### src/rtl/mc_pkg.sv
// Shared definitions for the multi-cycle RV32I control unit: opcodes,
// FSM states, datapath select encodings and the ALU operation codes.
package mc_pkg;

    // RV32I base opcodes handled by the controller
    localparam logic [6:0] OPC_LOAD   = 7'b0000011;
    localparam logic [6:0] OPC_STORE  = 7'b0100011;
    localparam logic [6:0] OPC_OP     = 7'b0110011;
    localparam logic [6:0] OPC_OP_IMM = 7'b0010011;
    localparam logic [6:0] OPC_BRANCH = 7'b1100011;
    localparam logic [6:0] OPC_JAL    = 7'b1101111;
    localparam logic [6:0] OPC_JALR   = 7'b1100111;
    localparam logic [6:0] OPC_LUI    = 7'b0110111;
    localparam logic [6:0] OPC_AUIPC  = 7'b0010111;

    typedef enum logic [3:0] {
        S_FETCH,
        S_DECODE,
        S_MEMADR,
        S_MEMREAD,
        S_MEMWB,
        S_MEMWRITE,
        S_EXEC_R,
        S_EXEC_I,
        S_ALUWB,
        S_JAL,
        S_JALR_ADR,
        S_JALR,
        S_BRANCH,
        S_LUI
    } state_t;

    // Immediate formats
    localparam logic [2:0] IMM_I = 3'b000;
    localparam logic [2:0] IMM_S = 3'b001;
    localparam logic [2:0] IMM_B = 3'b010;
    localparam logic [2:0] IMM_J = 3'b011;
    localparam logic [2:0] IMM_U = 3'b100;

    // ALU operand selects
    localparam logic [1:0] SRCA_PC    = 2'b00;
    localparam logic [1:0] SRCA_OLDPC = 2'b01;
    localparam logic [1:0] SRCA_A     = 2'b10;
    localparam logic [1:0] SRCB_RS2   = 2'b00;
    localparam logic [1:0] SRCB_IMM   = 2'b01;
    localparam logic [1:0] SRCB_FOUR  = 2'b10;

    // Result bus select
    localparam logic [1:0] RES_ALUOUT    = 2'b00;
    localparam logic [1:0] RES_BYTEEXT   = 2'b01;
    localparam logic [1:0] RES_ALURESULT = 2'b10;
    localparam logic [1:0] RES_IMMEXT    = 2'b11;

    // ALU operation codes
    localparam logic [3:0] ALU_ADD  = 4'b0000;
    localparam logic [3:0] ALU_SUB  = 4'b0001;
    localparam logic [3:0] ALU_AND  = 4'b0010;
    localparam logic [3:0] ALU_OR   = 4'b0011;
    localparam logic [3:0] ALU_XOR  = 4'b0100;
    localparam logic [3:0] ALU_SLL  = 4'b0101;
    localparam logic [3:0] ALU_SRL  = 4'b0110;
    localparam logic [3:0] ALU_SRA  = 4'b0111;
    localparam logic [3:0] ALU_SLT  = 4'b1000;
    localparam logic [3:0] ALU_SLTU = 4'b1001;

    // Which decoding rule the ALU decoder applies in the current state
    localparam logic [1:0] ALUCLS_ADD    = 2'b00;
    localparam logic [1:0] ALUCLS_R      = 2'b01;
    localparam logic [1:0] ALUCLS_I      = 2'b10;
    localparam logic [1:0] ALUCLS_BRANCH = 2'b11;

    // Immediate format implied by an opcode; unknown opcodes fall back to I
    function automatic logic [2:0] imm_src_of(input logic [6:0] opcode);
        case (opcode)
            OPC_STORE:           return IMM_S;
            OPC_BRANCH:          return IMM_B;
            OPC_JAL:             return IMM_J;
            OPC_LUI, OPC_AUIPC:  return IMM_U;
            default:             return IMM_I;
        endcase
    endfunction

    // True for every opcode the controller can execute
    function automatic logic is_supported(input logic [6:0] opcode);
        case (opcode)
            OPC_LOAD, OPC_STORE, OPC_OP, OPC_OP_IMM, OPC_BRANCH,
            OPC_JAL, OPC_JALR, OPC_LUI, OPC_AUIPC: return 1'b1;
            default:                               return 1'b0;
        endcase
    endfunction

endpackage

### src/rtl/mc_controller_aludec.sv
// ALU decoder: maps the state's decoding rule plus funct3/funct7[5]
// onto an ALU operation code.
module mc_aludec
    import mc_pkg::*;
(
    input  logic [1:0] i_alu_class,
    input  logic [2:0] i_funct3,
    input  logic       i_funct7b5,
    output logic [3:0] o_alu_control
);

    // Pure decode; address/link arithmetic states always add
    always_comb begin
        o_alu_control = ALU_ADD;
        case (i_alu_class)
            ALUCLS_R, ALUCLS_I: begin
                case (i_funct3)
                    // SUB exists only for register-register ops; ADDI has no SUBI
                    3'b000:  o_alu_control = (i_alu_class == ALUCLS_R && i_funct7b5) ? ALU_SUB : ALU_ADD;
                    3'b001:  o_alu_control = ALU_SLL;
                    3'b010:  o_alu_control = ALU_SLT;
                    3'b011:  o_alu_control = ALU_SLTU;
                    3'b100:  o_alu_control = ALU_XOR;
                    3'b101:  o_alu_control = i_funct7b5 ? ALU_SRA : ALU_SRL;
                    3'b110:  o_alu_control = ALU_OR;
                    default: o_alu_control = ALU_AND;
                endcase
            end
            ALUCLS_BRANCH: begin
                case (i_funct3)
                    3'b000, 3'b001: o_alu_control = ALU_SUB;
                    3'b100, 3'b101: o_alu_control = ALU_SLT;
                    3'b110, 3'b111: o_alu_control = ALU_SLTU;
                    default:        o_alu_control = ALU_ADD;
                endcase
            end
            default: o_alu_control = ALU_ADD;
        endcase
    end

endmodule

### src/rtl/mc_controller.sv
// Main control FSM of the multi-cycle RV32I core. Outputs are decoded
// combinationally from the state, the instruction register, Zero and
// MemReady so that stalls and branch decisions act in the same cycle.
module mc_controller
    import mc_pkg::*;
#(
    parameter state_t RESET_STATE = S_FETCH
) (
    input  logic        CLK,
    input  logic        Reset,
    input  logic [31:0] Instr,
    input  logic        Zero,
    input  logic        MemReady,
    output logic        IRWrite,
    output logic        PCWrite,
    output logic        RegWrite,
    output logic        MemWrite,
    output logic        AdrSrc,
    output logic [1:0]  StoreSize,
    output logic [2:0]  ImmSrc,
    output logic [2:0]  ByteSrc,
    output logic [1:0]  ALUSrcA,
    output logic [1:0]  ALUSrcB,
    output logic [3:0]  ALUControl,
    output logic [1:0]  ResultSrc,
    output logic        IllegalInstr,
    output logic        InstrDone
);

    state_t      r_state;
    state_t      w_state_next;
    logic [6:0]  w_opcode;
    logic [2:0]  w_funct3;
    logic        w_funct7b5;
    logic [1:0]  w_alu_class;
    logic        w_branch_taken;
    logic        w_branch_illegal;
    logic        w_unused_instr_bits;

    assign w_opcode   = Instr[6:0];
    assign w_funct3   = Instr[14:12];
    assign w_funct7b5 = Instr[30];

    // Register numbers and immediate bits belong to the datapath only
    assign w_unused_instr_bits = ^{Instr[31], Instr[29:15], Instr[11:7]};

    mc_aludec u_aludec (
        .i_alu_class   (w_alu_class),
        .i_funct3      (w_funct3),
        .i_funct7b5    (w_funct7b5),
        .o_alu_control (ALUControl)
    );

    // State register; reset wins over any pending wait
    always_ff @(posedge CLK) begin
        if (Reset) begin
            r_state <= RESET_STATE;
        end else begin
            r_state <= w_state_next;
        end
    end

    // Branch outcome: SUB gives Zero on equality, SLT/SLTU give Zero when not less
    always_comb begin
        w_branch_taken   = 1'b0;
        w_branch_illegal = 1'b0;
        case (w_funct3)
            3'b000:  w_branch_taken = Zero;
            3'b001:  w_branch_taken = ~Zero;
            3'b100:  w_branch_taken = ~Zero;
            3'b101:  w_branch_taken = Zero;
            3'b110:  w_branch_taken = ~Zero;
            3'b111:  w_branch_taken = Zero;
            default: w_branch_illegal = 1'b1;
        endcase
    end

    // Next-state selection
    always_comb begin
        w_state_next = r_state;
        case (r_state)
            S_FETCH:    if (MemReady) w_state_next = S_DECODE;
            S_DECODE: begin
                case (w_opcode)
                    OPC_LOAD, OPC_STORE: w_state_next = S_MEMADR;
                    OPC_OP:              w_state_next = S_EXEC_R;
                    OPC_OP_IMM:          w_state_next = S_EXEC_I;
                    OPC_JAL:             w_state_next = S_JAL;
                    OPC_JALR:            w_state_next = S_JALR_ADR;
                    OPC_BRANCH:          w_state_next = S_BRANCH;
                    OPC_LUI:             w_state_next = S_LUI;
                    OPC_AUIPC:           w_state_next = S_ALUWB;
                    default:             w_state_next = S_FETCH;
                endcase
            end
            S_MEMADR:   w_state_next = (w_opcode == OPC_LOAD) ? S_MEMREAD : S_MEMWRITE;
            S_MEMREAD:  if (MemReady) w_state_next = S_MEMWB;
            S_MEMWB:    w_state_next = S_FETCH;
            S_MEMWRITE: if (MemReady) w_state_next = S_FETCH;
            S_EXEC_R:   w_state_next = S_ALUWB;
            S_EXEC_I:   w_state_next = S_ALUWB;
            S_ALUWB:    w_state_next = S_FETCH;
            S_JAL:      w_state_next = S_ALUWB;
            S_JALR_ADR: w_state_next = S_JALR;
            S_JALR:     w_state_next = S_ALUWB;
            S_BRANCH:   w_state_next = S_FETCH;
            S_LUI:      w_state_next = S_FETCH;
            default:    w_state_next = S_FETCH;
        endcase
    end

    // Per-state datapath controls; anything not driven by a state stays 0
    always_comb begin
        IRWrite      = 1'b0;
        PCWrite      = 1'b0;
        RegWrite     = 1'b0;
        MemWrite     = 1'b0;
        AdrSrc       = 1'b0;
        StoreSize    = 2'b00;
        ImmSrc       = imm_src_of(w_opcode);
        ByteSrc      = 3'b000;
        ALUSrcA      = SRCA_PC;
        ALUSrcB      = SRCB_RS2;
        ResultSrc    = RES_ALUOUT;
        IllegalInstr = 1'b0;
        InstrDone    = 1'b0;
        w_alu_class  = ALUCLS_ADD;
        case (r_state)
            S_FETCH: begin
                // PC+4 goes straight from the ALU into PC when the fetch lands
                ALUSrcB   = SRCB_FOUR;
                ResultSrc = RES_ALURESULT;
                IRWrite   = MemReady;
                PCWrite   = MemReady;
            end
            S_DECODE: begin
                // Speculative OldPC+imm in ALUOut serves branch/JAL/AUIPC
                ALUSrcA = SRCA_OLDPC;
                ALUSrcB = SRCB_IMM;
                if (!is_supported(w_opcode)) begin
                    IllegalInstr = 1'b1;
                    InstrDone    = 1'b1;
                end
            end
            S_MEMADR, S_JALR_ADR: begin
                ALUSrcA = SRCA_A;
                ALUSrcB = SRCB_IMM;
            end
            S_MEMREAD: begin
                // Keep recomputing rs1+imm so ALUOut holds the address while stalled
                AdrSrc  = 1'b1;
                ALUSrcA = SRCA_A;
                ALUSrcB = SRCB_IMM;
            end
            S_MEMWB: begin
                ResultSrc = RES_BYTEEXT;
                ByteSrc   = w_funct3;
                RegWrite  = 1'b1;
                InstrDone = 1'b1;
            end
            S_MEMWRITE: begin
                AdrSrc    = 1'b1;
                MemWrite  = 1'b1;
                StoreSize = w_funct3[1:0];
                ALUSrcA   = SRCA_A;
                ALUSrcB   = SRCB_IMM;
                InstrDone = MemReady;
            end
            S_EXEC_R: begin
                ALUSrcA     = SRCA_A;
                ALUSrcB     = SRCB_RS2;
                w_alu_class = ALUCLS_R;
            end
            S_EXEC_I: begin
                ALUSrcA     = SRCA_A;
                ALUSrcB     = SRCB_IMM;
                w_alu_class = ALUCLS_I;
            end
            S_ALUWB: begin
                RegWrite  = 1'b1;
                InstrDone = 1'b1;
            end
            S_JAL, S_JALR: begin
                // Jump to the target in ALUOut while computing the link value
                PCWrite = 1'b1;
                ALUSrcA = SRCA_OLDPC;
                ALUSrcB = SRCB_FOUR;
            end
            S_BRANCH: begin
                ALUSrcA      = SRCA_A;
                ALUSrcB      = SRCB_RS2;
                w_alu_class  = ALUCLS_BRANCH;
                PCWrite      = w_branch_taken;
                IllegalInstr = w_branch_illegal;
                InstrDone    = 1'b1;
            end
            S_LUI: begin
                ResultSrc = RES_IMMEXT;
                RegWrite  = 1'b1;
                InstrDone = 1'b1;
            end
            default: ;
        endcase
    end

endmodule

### config.mk
export PLATFORM = sky130hd
export DESIGN_NAME = mc_controller
export DESIGN_NICKNAME = d
export VERILOG_FILES = /design/src/rtl/mc_pkg.sv /design/src/rtl/mc_controller_aludec.sv /design/src/rtl/mc_controller.sv
export SDC_FILE = /design/constraint.sdc
export NUM_CORES = 1
export LEC_CHECK = 0
export ABC_AREA = 1
export BUFFER_PORTS_ARGS = -buffer_cell sky130_fd_sc_hd__buf_2
export CORE_UTILIZATION = 43
export DETAILED_ROUTE_END_ITERATION = 6
export GPL_TIMING_DRIVEN = 0
export PLACE_DENSITY = 0.85
export SLEW_MARGIN = 0
export SYNTH_ARGS = -nofsm -noshare
export SYNTH_HDL_FRONTEND = slang
export SYNTH_SLANG_ARGS = --single-unit
### constraint.sdc
create_clock -name CLK -period 5.6 [get_ports CLK]
set_clock_uncertainty 0.05 [all_clocks]
set_input_delay 0.84 -clock CLK [delete_from_list [all_inputs] [get_ports CLK]]
set_output_delay 0.84 -clock CLK [all_outputs]
set_load 0.005 [all_outputs]
==> impl_metrics.yaml, run 1 <==
status:
  status: "complete, no violations"
critical_path:
  cp-start-kind: "flop"
  r2r_slack_ns: 4.25
  crit_cells: 9
  slowest_delay_ns: 0.35
  cp-endpoint: "ALUControl[1]"
  cp_top_family: "simple AND/OR/NAND/NOR gates"
  r2r-end: "r_state[0]$_SDFFE_PP0P_"
  r2r_start: "r_state[0]$_SDFFE_PP0P_"
  crit_fanout: 5
  path_cells: "nor2_1 > inv_2 > nor3_2 > inv_1 > o21ai_0 > inv_1 > ha_1 > nor4_1 > buf_2"
  crit_path_end_kind: "output pin"
  crit_path_start: "r_state[0]$_SDFFE_PP0P_"
  rr_worst_depth: 9
  path_common_cell: "inv_1"
  arrival_ns: 2.26
  slowest_stage: "dfxtp_1"
  crit_required_ns: 4.71
  crit_buf_inv: 4
  worstSetupPathType: "reg -> out"
power:
  peakVddDrop_mv: 0.1581
  power_density_nw_per_um2: 106.8
  total_power_mw: 0.1133
  p_leak_nw: 0.6612
final_layout:
  final_nets: 236
  postLayoutCoreUtil: 0.6079
  final_common_cell: "nand2_1"
  regArea_um2: 80.08
  num-fill-cells: 181
  multi_input_area_um2: 625.6
  syn2layout_area_growth_pct: 29.86
  diodes: 0
  layout-drive-gt1-share: 0.2923
  layout_common_cells: "nand2_1, buf_2, inv_1"
  reg_top3: "r_state (4)"
  largest_register_ffs: 4
  top_register: "r_state"
route:
  drtIter0Drc: 39
  num_vias: 1107
  viasPerCell: 5.032
  postRouteWirelength_um: 2151
  routedWlPerCell_um: 9.777
  drt_first_pass_iters: 4
  ant_nets: 0
  remaining_drc_errors: 0
synthesis:
  synthesis.area_um2: 817.0
  syn_nets: 193
  synthCells: 154
  synth.distinct_cells: 26
  yosysWarnings: 0
  synth_top_area_cell: "nand2_1"
  syn_area_per_cell_um2: 5.305
  yosys.area.top_type_share: 0.2205
  yosysSeqAreaShare: 0.09801
  synthTopCellsByArea: "nand2_1, inv_1, dfxtp_1"
  ys_ff_latch: 4
floorplanning:
  core_um2: 1745
  die_area_um2: 2078
  rows: 15
  boundaryPins: 61
  die_y_um: 45.59
  die_w_um: 45.59
  start_util: 0.4681
clock_tree:
  h-tree-depth: 1
  tritoncts: "done"
  cts_buffers: 3
  clkSinkCount: 4
  clkSlewWorstSetupHoldPaths_ns: 0.03
  clockBufferDepth: 2
  root_buffer: "clkbuf_4"
  hold_buffers: 0
  clk_latency_ns: 0.23
  post_cts_buffers: 0
  cts_resized: 0
global_routing:
  grt_pass1_wl_um: 3443
  grt-ovfl-total: 0
  grt_pass1_vias: 917
  antenna_found_initial: 0
  track_usage: 0.2183
  grt_max_degree: 9
sta:
  maxSlewHeadroom: 0.8104
  drv_slew: 0
  hold_viol: 0
  timing.hold.ws_ns: 0.5007
  setup_viol: 0
  setup-tns-final_ns: 0
  period_share: 0.5626
  rsz0062_at_grt: "false"
  worst_pin_slew_ns: 0.2829
  min_period_ns: 3.151
  fmax_mhz: 317.4
min_path:
  holdCritPathClass: "reg -> reg"
flow_run:
  max_cap_viol_count: 0
placement:
  port_buffers: 38
  dpl.hpwl_um: 1830
  globalplace.congestion: 0.8578
metal layers:
metal  part of all wire  global-route usage  wire length, um
met4                  0             0.03636                0
met3              0.075             0.02778              161
met5                  0                   0                0
met1               0.46              0.2565              985
met2               0.47              0.4171             1004
cells in the mapped netlist:
master / instances
nand3_2: 1
inv_1: 23
clkinv_2: 1
nor3_1: 1
ha_1: 3
o21ai_0: 6
a21oi_2: 1
nor4_1: 1
nor2_1: 21
nor2_2: 1
nand3b_1: 1
nand2_4: 1
o211ai_1: 1
o2111ai_1: 1
inv_2: 4
nor2_4: 4
buf_2: 1
nor2_8: 1
nor3_2: 1
dfxtp_1: 4
nand3_1: 15
nand4_1: 3
a21oi_1: 7
nand2_1: 48
a211oi_1: 2
o41ai_1: 1
area by class of cell:
class                      count  share of cell area
multi-input combinational    121              0.5896
timing repair buffer          38              0.1792
inverter                      28              0.1002
sequential                     4             0.07547
tap                           25             0.02948
clock buffer                   3             0.02123
buffer                         1            0.004717
report_power, final:
group | switching, mW | internal (mW) | total [mW]
combinational | 0.0300 | 0.0181 | 0.0480
clock | 0.0100 | 0.0239 | 0.0339
sequential | 0.00163 | 0.0297 | 0.0313
total | 0.0416 | 0.0716 | 0.113
metrics by stage:
stage / instance area (um2) / setup slack (ns) / cells
after floorplan: 817.0 / 3.030 / 154
after global placement: 1039 / 2.752 / 217
after detailed placement: 1039 / 2.708 / 217
after CTS: 1061 / 2.463 / 220
after global routing: 1061 / 2.261 / 220
final: 1061 / 2.449 / 220
worst min-delay path: stages, from the launching register on:
cell and delay [ns]:
dfxtp_1 0.35, nand3_2 0.10, a21oi_2 0.05
logic make-up after synthesis:
| family | synth area share |
|---|---|
| simple gates | 0.5804 |
| fa+ha+maj | 0.04595 |
| flops | 0.09801 |
| compound gates | 0.1394 |
| buf+inv | 0.1363 |
how the worst min path moves through the flow:
stage                             from                       to  slack [ns]  depth (start not counted)
6_report       r_state[0]$_SDFFE_PP0P_  r_state[0]$_SDFFE_PP0P_        0.50                          2
5_1_grt        r_state[0]$_SDFFE_PP0P_  r_state[0]$_SDFFE_PP0P_        0.53                          2
4_1_cts        r_state[0]$_SDFFE_PP0P_  r_state[0]$_SDFFE_PP0P_        0.51                          2
3_5_place_dp   r_state[0]$_SDFFE_PP0P_  r_state[0]$_SDFFE_PP0P_        0.51                          2
3_3_place_gp   r_state[0]$_SDFFE_PP0P_  r_state[0]$_SDFFE_PP0P_        0.48                          2
2_1_floorplan  r_state[0]$_SDFFE_PP0P_  r_state[0]$_SDFFE_PP0P_        0.44                          2
Note: power is estimated with default switching activity, not from simulation.
==> run 2, diff against run 1 <==
CORE_UTILIZATION = 40   (was 43)
PLACE_DENSITY = 0.8   (was 0.85)
clock period = 3.2 ns   (was 5.6 ns; I/O delays follow)
==> impl_metrics.yaml, run 2 (same netlist as run 1, synthesis figures left out) <==
flow_run:
  max_cap_viol_count: 0
clock_tree:
  clkSlewWorstSetupHoldPaths_ns: 0.03
  hold_buffers: 0
  tritoncts: "done"
  root_buffer: "clkbuf_4"
  clkSinkCount: 4
  clockBufferDepth: 2
  cts_buffers: 3
  post_cts_buffers: 0
  clk_latency_ns: 0.23
  h-tree-depth: 1
  cts_resized: 0
placement:
  globalplace.congestion: 0.8774
  port_buffers: 38
  dpl.hpwl_um: 1954
  preCtsSetupSlack_ns: 0.7158
route:
  viasPerCell: 4.950
  ant_nets: 0
  remaining_drc_errors: 0
  drtIter0Drc: 20
  postRouteWirelength_um: 2254
  drt_first_pass_iters: 4
  routedWlPerCell_um: 10.25
  num_vias: 1089
min_path:
  holdCritPathClass: "in -> reg"
  worstHoldStart: "Reset"
final_layout:
  top_register: "r_state"
  reg_top3: "r_state (4)"
  diodes: 0
  layout-drive-gt1-share: 0.2923
  largest_register_ffs: 4
  final_common_cell: "nand2_1"
  final_nets: 236
  num-fill-cells: 202
  syn2layout_area_growth_pct: 29.86
  layout_common_cells: "nand2_1, buf_2, inv_1"
global_routing:
  grt-ovfl-total: 0
  grt_pass1_vias: 909
  track_usage: 0.2132
  grt_pass1_wl_um: 3498
  antenna_found_initial: 0
  grt_max_degree: 9
critical_path:
  r2r_slack_ns: 1.83
  crit_path_start: "r_state[1]$_SDFFE_PP0P_"
  arrival_ns: 2.21
  r2r_start: "r_state[2]$_SDFFE_PP0P_"
  cp-start-kind: "flop"
  worstSetupPathType: "reg -> out"
  crit_path_end_kind: "output pin"
  crit_fanout: 5
  crit_required_ns: 2.67
power:
  p_leak_nw: 0.6612
  p_comb_frac: 0.420
  switchingPower_mw: 0.07257
  power_density_nw_per_um2: 186.6
  clockPowerShare: 0.305
  seq_power_share: 0.276
  p_int_mw: 0.1254
  switching_share: 0.3665
  peakVddDrop_mv: 0.1628
sta:
  setup_ws_ns: 0.4603
  hold_viol: 0
  min_period_ns: 2.740
  fmax_mhz: 365.0
  setup-tns-final_ns: 0
  worst_pin_slew_ns: 0.3282
  drv_slew: 0
  rsz0062_at_grt: "false"
  period_share: 0.8562
  setup_viol: 0
  maxSlewHeadroom: 0.7804
floorplanning:
  die_w_um: 47.20
  rows: 15
  start_util: 0.4488
  boundaryPins: 61
  die_y_um: 47.20
  core_um2: 1821
  die_area_um2: 2227
status:
  status: "complete, no violations"
## run 2: cell counts in the layout (fill, tap and decap cells not counted)
No cell type changed its count.
## run 2: power groups by stage
stage,sequential (mW),combinational (mW),clock [mW]
floorplan,0.0547,0.0508,0
global placement,0.0553,0.0806,0
detailed placement,0.0553,0.0827,0
CTS,0.0545,0.0831,0.0641
global route,0.0551,0.0939,0.0655
finish,0.0546,0.0831,0.0603
## run 2: per-stage QoR
step | util | hold WS [ns] | instances | power, mW | cell area (um2)
global route | 0.5828 | 0.4069 | 220 | 0.2144 | 1061
finish | 0.5828 | 0.3985 | 220 | 0.1980 | 1061
CTS | 0.5828 | 0.3895 | 220 | 0.2017 | 1061
global placement | 0.5704 | 0.4731 | 217 | 0.1359 | 1039
detailed placement | 0.5704 | 0.4703 | 217 | 0.1380 | 1039
floorplan | - | 0.4385 | 154 | 0.1055 | 817.0
## run 2: path summary, 6_finish.rpt
| kind | end | cells past startpoint |
|---|---|---|
| setup / recovery | ALUControl[1] | 9 |
| hold / removal | r_state[0]$_SDFFE_PP0P_ | 2 |
| setup reg to reg | r_state[0]$_SDFFE_PP0P_ | 9 |
| hold reg to reg | r_state[0]$_SDFFE_PP0P_ | 2 |
## run 2: layer usage
metal	track usage	wire, um	vias up
li1	-	-	583
met1	0.2698	1028	472
met2	0.3750	1123	32
met3	0.007692	89	2
met4	0.09143	12	0
met5	0	0	-
## run 2: area by class of cell
class,instances,area [um2],area share
plain buffers,1,5.005,0.004717
well taps,25,31.28,0.02948
clock buffers,3,22.52,0.02123
multi-input cells,121,625.6,0.5896
repair buffers,38,190.2,0.1792
inverters,28,106.4,0.1002
flip-flops and latches,4,80.08,0.07547
## run 2: worst max-delay path, stage by stage, from the launching register on
cell	delay (ns)
dfxtp_1	0.34
nor2_1	0.24
inv_2	0.07
nor3_2	0.22
inv_1	0.13
o21ai_0	0.12
inv_1	0.10
ha_1	0.34
nor4_1	0.26
buf_2	0.16
